File: src/rtl/uart_frame_loader_pkg.sv
// uart_frame_loader_pkg: FSM state encoding and default sizing shared by the frame loader
package uart_frame_loader_pkg;
  typedef enum logic [2:0] {S_IDLE, S_WAIT, S_WRITE, S_DONE, S_ERR} state_t;
  localparam int DEPTH_DEF = 76800;
  localparam int AW_DEF = 17;
  localparam int TMO_DEF = 1000000;
endpackage

File: src/rtl/uart_frame_loader_if.sv
// uart_frame_loader_if: rx FIFO pop port and image RAM write port of the frame loader
//   rx_valid_i/rx_data_i : FWFT rx FIFO head (not empty, head byte)
//   rx_rd_o              : one-cycle pop strobe
//   ram_en_o/ram_we_o/ram_addr_o/ram_data_o : image RAM write port
//   master = loader side, slave = FIFO/RAM side
interface uart_frame_loader_if import uart_frame_loader_pkg::*; #(parameter int AW = AW_DEF);
  logic          rx_valid_i;
  logic [7:0]    rx_data_i;
  logic          rx_rd_o;
  logic          ram_en_o;
  logic          ram_we_o;
  logic [AW-1:0] ram_addr_o;
  logic [7:0]    ram_data_o;
  modport master (input rx_valid_i, rx_data_i, output rx_rd_o, ram_en_o, ram_we_o, ram_addr_o, ram_data_o);
  modport slave (output rx_valid_i, rx_data_i, input rx_rd_o, ram_en_o, ram_we_o, ram_addr_o, ram_data_o);
endinterface

File: src/rtl/uart_frame_loader.sv
// uart_frame_loader: pops DEPTH bytes from the UART rx FIFO into image RAM with checksum, timeout and abort
//   clk_i, rstn_i (async active-low), start_i, abort_i
//   bus        : rx FIFO pop + image RAM write port (master side)
//   busy_o     : in WAIT/WRITE      done_o   : frame complete pulse
//   loaded_o   : frame loaded       timeout_o: sticky inter-byte timeout
//   count_o    : bytes written      checksum_o: byte sum mod 256
module uart_frame_loader import uart_frame_loader_pkg::*; #(
  parameter int DEPTH = DEPTH_DEF,
  parameter int AW = AW_DEF,
  parameter int TMO = TMO_DEF
) (
  input  logic           clk_i,
  input  logic           rstn_i,
  input  logic           start_i,
  input  logic           abort_i,
  uart_frame_loader_if.master bus,
  output logic           busy_o,
  output logic           done_o,
  output logic           loaded_o,
  output logic           timeout_o,
  output logic [AW-1:0]  count_o,
  output logic [7:0]     checksum_o
);
  localparam int IW = $clog2(TMO + 1);
  state_t state, state_nx;
  logic [7:0] byte_q, byte_nx, data_nx, sum_nx;
  logic [IW-1:0] idle_q, idle_nx;
  logic [AW-1:0] addr_nx, cnt_nx;
  logic rd_nx, we_nx, busy_nx, done_nx, loaded_nx, tmo_nx;
  always_ff @(posedge clk_i or negedge rstn_i)
    if (!rstn_i) state <= S_IDLE;
    else state <= state_nx;
  always_comb begin
    state_nx = state;
    byte_nx = byte_q;
    idle_nx = idle_q;
    rd_nx = 1'b0;
    we_nx = 1'b0;
    addr_nx = bus.ram_addr_o;
    data_nx = bus.ram_data_o;
    done_nx = 1'b0;
    loaded_nx = loaded_o;
    tmo_nx = timeout_o;
    cnt_nx = count_o;
    sum_nx = checksum_o;
    if (abort_i) state_nx = S_IDLE;
    else
      case (state)
        S_IDLE, S_ERR:
          if (start_i) begin
            state_nx = S_WAIT;
            cnt_nx = '0;
            sum_nx = '0;
            tmo_nx = 1'b0;
            loaded_nx = 1'b0;
            idle_nx = '0;
          end
        S_WAIT:
          if (bus.rx_valid_i) begin
            rd_nx = 1'b1;
            byte_nx = bus.rx_data_i;
            idle_nx = '0;
            state_nx = S_WRITE;
          end else begin
            // saturate so an empty-frame wait can sit forever without wrapping
            idle_nx = idle_q + IW'(idle_q != IW'(TMO));
            if (idle_nx == IW'(TMO) && count_o != '0) begin
              tmo_nx = 1'b1;
              state_nx = S_ERR;
            end
          end
        S_WRITE: begin
          // RAM strobes are registered here so an abort in this cycle suppresses the write
          we_nx = 1'b1;
          addr_nx = count_o;
          data_nx = byte_q;
          cnt_nx = count_o + 1'b1;
          sum_nx = checksum_o + byte_q;
          state_nx = (count_o == AW'(DEPTH - 1)) ? S_DONE : S_WAIT;
        end
        S_DONE: begin
          done_nx = 1'b1;
          loaded_nx = 1'b1;
          state_nx = S_IDLE;
        end
        default: state_nx = S_IDLE;
      endcase
    busy_nx = (state_nx == S_WAIT) || (state_nx == S_WRITE);
  end
  always_ff @(posedge clk_i or negedge rstn_i)
    if (!rstn_i) begin
      byte_q <= '0;
      idle_q <= '0;
      bus.rx_rd_o <= 1'b0;
      bus.ram_en_o <= 1'b0;
      bus.ram_we_o <= 1'b0;
      bus.ram_addr_o <= '0;
      bus.ram_data_o <= '0;
      busy_o <= 1'b0;
      done_o <= 1'b0;
      loaded_o <= 1'b0;
      timeout_o <= 1'b0;
      count_o <= '0;
      checksum_o <= '0;
    end else begin
      byte_q <= byte_nx;
      idle_q <= idle_nx;
      bus.rx_rd_o <= rd_nx;
      bus.ram_en_o <= we_nx;
      bus.ram_we_o <= we_nx;
      bus.ram_addr_o <= addr_nx;
      bus.ram_data_o <= data_nx;
      busy_o <= busy_nx;
      done_o <= done_nx;
      loaded_o <= loaded_nx;
      timeout_o <= tmo_nx;
      count_o <= cnt_nx;
      checksum_o <= sum_nx;
    end
endmodule

File: src/flat_wrapper.sv
// flat-port wrapper written by rule: the top's interface ports become plain ports
module uart_frame_loader_flat import uart_frame_loader_pkg::*;
#(
  parameter int DEPTH = DEPTH_DEF,
  parameter int AW = AW_DEF,
  parameter int TMO = TMO_DEF
)
  (clk_i, rstn_i, start_i, abort_i, busy_o, done_o, loaded_o, timeout_o, count_o, checksum_o, bus_rx_valid_i, bus_rx_data_i, bus_rx_rd_o, bus_ram_en_o, bus_ram_we_o, bus_ram_addr_o, bus_ram_data_o);
  uart_frame_loader_if #(.AW(AW)) bus_i ();
  input  logic clk_i;
  input  logic rstn_i;
  input  logic start_i;
  input  logic abort_i;
  output logic busy_o;
  output logic done_o;
  output logic loaded_o;
  output logic timeout_o;
  output logic [AW-1:0] count_o;
  output logic [7:0] checksum_o;
  input wire logic [$bits(bus_i.rx_valid_i)-1:0] bus_rx_valid_i;
  input wire logic [$bits(bus_i.rx_data_i)-1:0] bus_rx_data_i;
  output wire logic [$bits(bus_i.rx_rd_o)-1:0] bus_rx_rd_o;
  output wire logic [$bits(bus_i.ram_en_o)-1:0] bus_ram_en_o;
  output wire logic [$bits(bus_i.ram_we_o)-1:0] bus_ram_we_o;
  output wire logic [$bits(bus_i.ram_addr_o)-1:0] bus_ram_addr_o;
  output wire logic [$bits(bus_i.ram_data_o)-1:0] bus_ram_data_o;
  assign bus_i.rx_valid_i = bus_rx_valid_i;
  assign bus_i.rx_data_i = bus_rx_data_i;
  assign bus_rx_rd_o = bus_i.rx_rd_o;
  assign bus_ram_en_o = bus_i.ram_en_o;
  assign bus_ram_we_o = bus_i.ram_we_o;
  assign bus_ram_addr_o = bus_i.ram_addr_o;
  assign bus_ram_data_o = bus_i.ram_data_o;
  uart_frame_loader #(.DEPTH(DEPTH), .AW(AW), .TMO(TMO)) u_core (.clk_i(clk_i), .rstn_i(rstn_i), .start_i(start_i), .abort_i(abort_i), .bus(bus_i), .busy_o(busy_o), .done_o(done_o), .loaded_o(loaded_o), .timeout_o(timeout_o), .count_o(count_o), .checksum_o(checksum_o));
endmodule
File: config.mk
export PLATFORM = sky130hd
export DESIGN_NAME = uart_frame_loader_flat
export DESIGN_NICKNAME = d
export VERILOG_FILES = /design/src/rtl/uart_frame_loader_pkg.sv /design/src/rtl/uart_frame_loader_if.sv /design/src/rtl/uart_frame_loader.sv /design/src/flat_wrapper.sv
export SDC_FILE = /design/constraint.sdc
export NUM_CORES = 1
export LEC_CHECK = 0
export ABC_AREA = 0
export ABC_CLOCK_PERIOD_IN_PS = 8300
export BUFFER_PORTS_ARGS = -buffer_cell sky130_fd_sc_hd__buf_4
export CAP_MARGIN = 5
export CORE_ASPECT_RATIO = 0.6
export CORE_MARGIN = 5
export CORE_UTILIZATION = 50
export DETAILED_ROUTE_END_ITERATION = 12
export GPL_ROUTABILITY_DRIVEN = 0
export MAX_ROUTING_LAYER = met4
export PLACE_DENSITY = 0.76
export SYNTH_ARGS = -nofsm -noshare
export SYNTH_HDL_FRONTEND = slang
export SYNTH_SLANG_ARGS = --single-unit
File: constraint.sdc
create_clock -name clk_i -period 8.3 [get_ports clk_i]
set_input_delay 2.49 -clock clk_i [delete_from_list [all_inputs] [get_ports clk_i]]
set_output_delay 2.49 -clock clk_i [all_outputs]
set_load 0.02 [all_outputs]
======== Yosys cells after proc, flatten, opt, wreduce, memory -nomap -nowiden ========
Cells that the tools add are included.
operators by class
  muxes and demuxes ....................... 25
  eq/ne operators ......................... 12
  bitwise logic cells ..................... 1
  $add $sub $neg .......................... 3
  reductions and logical operators ........ 14
operator list
  operator               number
  $mux 20                2
  $pmux 20 s2            1
  $pmux 17 s2            1
  $add 20x1->20          1
  $eq 20x20->1 const B   1
  $ne 20x20->1 const B   1
  $add 17x1->17 const B  1
  $eq 17x17->1 const B   1
  $mux 17                1
  $reduce_bool 17->1     1
  $pmux 8 s2             1
  $mux 3                 4
  $reduce_and 3->1       4
  $mux 1                 10
  $eq 3x2->1 const B     3
  $pmux 3 s3             1
  $add 8x8->8            1
  $mux 8                 1
  $eq 3x1->1 const B     2
  $reduce_bool 2->1      3
  $reduce_and 5->1       1
  $ne 2x2->1 const B     2
  $pmux 1 s2             2
  $eq 3x3->1 const B     1
  other kinds (8)        8
word-level totals
  input bits .............................. 13
  register bits ........................... 87

======== Depth between registers and ports, before layout ========
  word-level depth ........................ 10
  mapped depth ............................ 14

======== Worst setup path before layout ========
OpenSTA, ideal clock, no wires.
  path kind ............................... input-to-reg
  start ................................... input abort_i
  end ..................................... register u_core.bus.ram_addr_o[0]
  library setup time ...................... 0.125 ns
  arrival ................................. 3.870 ns
  path buffers ............................ 1
  stages on the path ...................... 3
  path slack .............................. 4.306 ns
  cell sequence ........................... nor3_1 -> clkbuf_1 -> mux2_2
between the ends
  cells in the longest elaborated chain, start to end .. 2
RTL lines
  what                               RTL line                    text
  start: declaration                 flat_wrapper.sv:13          input logic abort_i;
  $not 1->1 (no source line)         --
  $reduce_and 2->1 (no source line)  --
  end signal: assignment             uart_frame_loader.sv:111    bus.ram_addr_o <= addr_nx;
  end: declaration                   uart_frame_loader_if.sv:14  modport master (input rx_valid_i, rx_data_i, output rx_rd_o, ram_en_o, ram_we_o, ram_addr_o, ram_data_o);
No other way between the ends.
A chain may end at the register's enable or synchronous reset.

======== Final worst setup path ========
  start ................................... input abort_i
  end ..................................... register u_core.idle_q[5]
between the ends
  cells in the longest elaborated chain, start to end .. 2
RTL lines
  what                               RTL line                  text
  $not 1->1 (no source line)         --
  $reduce_and 3->1 (no source line)  --
  end signal: assignment             uart_frame_loader.sv:107  idle_q <= idle_nx;
  end: declaration                   uart_frame_loader.sv:27   logic [IW-1:0] idle_q, idle_nx;
No other way between the ends.

==> metrics.yaml <==
floorplanning:
  placementRows: 26
  floorplan.die_area_mm2: 0.0111
  floorplan.die.height_um: 83.5
  core_box_area_mm2: 0.00865
  io_pins: 70
  floorplan.initialDensity_pct: 52.1
  chipWidth_um: 133
yosys:
  yosys.area.top_type_share_pct: 48.3
  synth_seq_cells: 87
  synthCells: 428
  yosys.cell_count.top_type: "sky130_fd_sc_hd__dfrtp_1"
  sequential_element_share_of_the_synthesized_area_pct: 48.3
  synth.area.top_cells: "sky130_fd_sc_hd__dfrtp_1 (48%), sky130_fd_sc_hd__mux2_2 (8.2%), sky130_fd_sc_hd__o21ai_0 (3.6%)"
  synth.cells.most_frequent: "sky130_fd_sc_hd__dfrtp_1 (87), sky130_fd_sc_hd__nor2_1 (34), sky130_fd_sc_hd__mux2_2 (33)"
  synth.yosys.warnings: 0
  synth_top_area_cell: "sky130_fd_sc_hd__dfrtp_1"
  synth.lib_cells_used.distinct: 57
  postSynthAreaPerCell_um2: 10.5
  syn_nets: 453
  synth_flop_cell: "sky130_fd_sc_hd__dfrtp_1"
  netlist_area_mm2: 0.00451
  synth_async_sr_flop_share_pct: 100
  synth_edf_count: 0
worst_setup_path:
  reg2reg_to: "u_core.timeout_o$_DFFE_PN0P_"
  worst-endpoint-required_ns: 8.50
  timing.reg2reg.setup_slack_ns: 4.55
  crit_start: "abort_i"
  worst-setup-path-type: "input port to register"
  timing.critical_path.to_type: "register"
  r2r_cells: 11
  crit_path_top_delay_cell: "sky130_fd_sc_hd__or3_1"
  top_fanout_value_on_the_critical_path: 22
  path_buf_inv: 1
  cp.arrival_ns: 4.68
  timing.critical_path.cells: "buf_4 > nor3_1 > and2_1 > or3_1 > a21oi_1 > o21ai_0 > o41ai_1"
  timing.critical_path.from_type: "input port"
  worst_r2r_startpoint: "u_core.idle_q[4]$_DFFE_PN0P_"
  timing.critical_path.slowest_cell_delay_ns: 0.74
  critPathCapture: "u_core.idle_q[5]$_DFFE_PN0P_"
  timing.critical_path.max_delay_family: "simple AND/OR/NAND/NOR gates"
  critical_path_cell_count: 7
flow_run:
  maxCapViolCount: 0
sta:
  fmaxAchievable_ghz: 0.223
  timing.max_slew.rel_slack_pct: 26.6
  timing_worst_slew_pin_value_ns: 1.10
  setup_total_negative_slack_ns: 0
  rsz0062_at_grt: "no"
  finalWorstPathRequiredPeriod_ns: 4.48
  final_hold_viol_count: 0
  fin_skew_ns: 0.00761
  worst_slack_ns: 3.82
  timing.final.max_slew_violations: 0
  fin_crit_sh_pct: 54.0
  final-setup-viol-count: 0
place:
  portBuffers: 69
  dpl.hpwl_um: 7670
  dp_slack_ns: 3.53
finish:
  antenna-diode-count: 0
  nNetsFinal: 511
  syn_to_final_growth_pct: 19.2
  layout-drive-gt1-share_pct: 27.3
global_routing:
  track_usage_pct: 21.4
  grt_antenna_before_repair: 0
  maximum_number_of_pins_on_one_net_before_global_route_repair: 88
  globalRoute.totalOverflow: 0
  first_global_vias: 3591
  grt_first_pass_wirelength_um: 18800
route:
  detailed_route_wire_length_per_cell_um: 18.6
  detail_route.wirelength_um: 11200
  first_pass_iters: 5
  dr_vias: 3678
  drc_errors: 0
  via_per_inst: 6.10
  antenna_violating_nets_post_route: 0
  first_iter_violations: 308
outcome:
  outcome: "finished clean"
cts:
  post_cts_setup_buffers: 0
  tritoncts_num_sinks: 87
  cts_tree: "built"
  clk_latency_ns: 0.34
  clock_tree.root_cell: "sky130_fd_sc_hd__clkbuf_16"
  clk_pin_slew_worst_paths_ns: 0.06
  tritoncts.num_buffers: 9
  max-clock-path-buffers: 2
  cts.repair.resized: 0
  ctsHtreeMaxLevel: 3
  cts_hold_repair.buffers: 0
pwr:
  vdd.ir_drop.worst_uv: 95.0
  powerDensity_mw_per_mm2: 219
  p_leak_nw: 2.53
min_path:
  min-delay-path-class: "register to register"
==> area by class of cell <==
| type | count | area (um2) |
|---|---|---|
| Clock buffer | 12 | 267 |
| Clock inverter | 4 | 52.6 |
| Fill cell | 697 | 3280 |
| Inverter | 5 | 18.8 |
| Multi-Input combinational cell | 310 | 2170 |
| Sequential cell | 87 | 2180 |
| Tap cell | 112 | 140 |
| Timing Repair Buffer | 73 | 548 |
==> layer usage <==
metal  track usage (%)  vias up  part of all wire, %  routed length (um)
li1                  -     1700                    -                   -
met1              31.5     1827                   50                5610
met2              29.0      140                   42                4670
met3              5.66       11                  7.2                 802
met4              5.57        0                  1.2                 129
met5                 -        -                    0                   0
==> how the worst min path moves through the flow <==
| stage | to | startpoint | cells past startpoint |
|---|---|---|---|
| after floorplan | u_core.idle_q[19]$_DFFE_PN0P_ | u_core.idle_q[19]$_DFFE_PN0P_ | 1 |
| after global routing | u_core.loaded_o$_DFFE_PN0P_ | u_core.loaded_o$_DFFE_PN0P_ | 1 |
| after global placement | u_core.loaded_o$_DFFE_PN0P_ | u_core.loaded_o$_DFFE_PN0P_ | 1 |
| final | u_core.loaded_o$_DFFE_PN0P_ | u_core.loaded_o$_DFFE_PN0P_ | 1 |
| after detailed placement | u_core.loaded_o$_DFFE_PN0P_ | u_core.loaded_o$_DFFE_PN0P_ | 1 |
| after CTS | u_core.loaded_o$_DFFE_PN0P_ | u_core.loaded_o$_DFFE_PN0P_ | 1 |
==> flip-flops by register name (all words and copies together), names as in the netlist <==
register / flops
u_core.bus.ram_addr_o: 17
u_core.bus.ram_data_o: 8
u_core.bus.ram_en_o: 1
u_core.bus.rx_rd_o: 1
u_core.busy_o: 1
u_core.byte_q: 8
u_core.checksum_o: 8
u_core.count_o: 17
u_core.done_o: 1
u_core.idle_q: 20
u_core.loaded_o: 1
u_core.state: 3
u_core.timeout_o: 1
==> cell usage in the layout (no fill, tap or decap), types with 2 or more instances in the layout <==
| cell type | synthesis | routed |
|---|---|---|
| sky130_fd_sc_hd__inv_1 | 5 | 5 |
| sky130_fd_sc_hd__nor4b_1 | 5 | 5 |
| sky130_fd_sc_hd__o211ai_1 | 5 | 5 |
| sky130_fd_sc_hd__mux2_2 | 33 | 33 |
| sky130_fd_sc_hd__nor3_1 | 12 | 11 |
| sky130_fd_sc_hd__nor4_1 | 8 | 8 |
| sky130_fd_sc_hd__nand4_1 | 15 | 15 |
| sky130_fd_sc_hd__a21oi_1 | 21 | 21 |
| sky130_fd_sc_hd__ha_1 | 11 | 11 |
| sky130_fd_sc_hd__o211a_1 | 2 | 2 |
| sky130_fd_sc_hd__o41ai_1 | 3 | 3 |
| sky130_fd_sc_hd__o31ai_1 | 4 | 4 |
| sky130_fd_sc_hd__clkinv_4 | 0 | 2 |
| sky130_fd_sc_hd__clkbuf_16 | 0 | 9 |
| sky130_fd_sc_hd__nand2_1 | 30 | 30 |
| sky130_fd_sc_hd__a31oi_1 | 7 | 7 |
| sky130_fd_sc_hd__nand4bb_1 | 2 | 2 |
| sky130_fd_sc_hd__o22ai_1 | 2 | 2 |
| sky130_fd_sc_hd__xnor2_1 | 13 | 13 |
| sky130_fd_sc_hd__o21bai_1 | 2 | 2 |
| sky130_fd_sc_hd__a22o_1 | 9 | 9 |
| sky130_fd_sc_hd__nor3b_1 | 2 | 2 |
| sky130_fd_sc_hd__nor2_1 | 34 | 34 |
| sky130_fd_sc_hd__clkbuf_8 | 2 | 3 |
| sky130_fd_sc_hd__and3_1 | 3 | 3 |
| sky130_fd_sc_hd__o21ai_0 | 32 | 32 |
| sky130_fd_sc_hd__nand2b_1 | 2 | 2 |
| sky130_fd_sc_hd__or3_1 | 5 | 5 |
| sky130_fd_sc_hd__xor2_1 | 9 | 9 |
| sky130_fd_sc_hd__a21o_1 | 6 | 6 |
| sky130_fd_sc_hd__nand3_1 | 8 | 8 |
| sky130_fd_sc_hd__or2_2 | 2 | 2 |
| sky130_fd_sc_hd__buf_4 | 1 | 73 |
| sky130_fd_sc_hd__and4_1 | 3 | 3 |
| sky130_fd_sc_hd__dfrtp_1 | 87 | 87 |
==> logic make-up after synthesis <==
logic type      share of synthesized area [%]
mux                                      8.58
xor+xnor                                 4.28
fa+ha+maj                                3.50
compound gates                           13.5
buf+inv                                  3.72
simple gates                             18.1
flops                                    48.3
==> report_power, final <==
group	internal (mW)	switching (mW)
Combinational	0.110	0.127
Clock	0.258	0.167
Sequential	0.469	0.0422
==> metrics by stage <==
stage | hold WS, ns | power (mW) | util (%) | instance area (um2) | instances
3_5_place_dp | 0.482 | 0.757 | 58.4 | 5050 | 587
5_1_grt | 0.513 | 1.24 | 62.1 | 5370 | 603
3_3_place_gp | 0.474 | 0.746 | 58.4 | 5050 | 587
6_report | 0.501 | 1.17 | 62.1 | 5370 | 603
2_1_floorplan | 0.486 | 0.659 | - | 4510 | 428
4_1_cts | 0.497 | 1.18 | 62.1 | 5370 | 603
(Power assumes the default switching activity.)
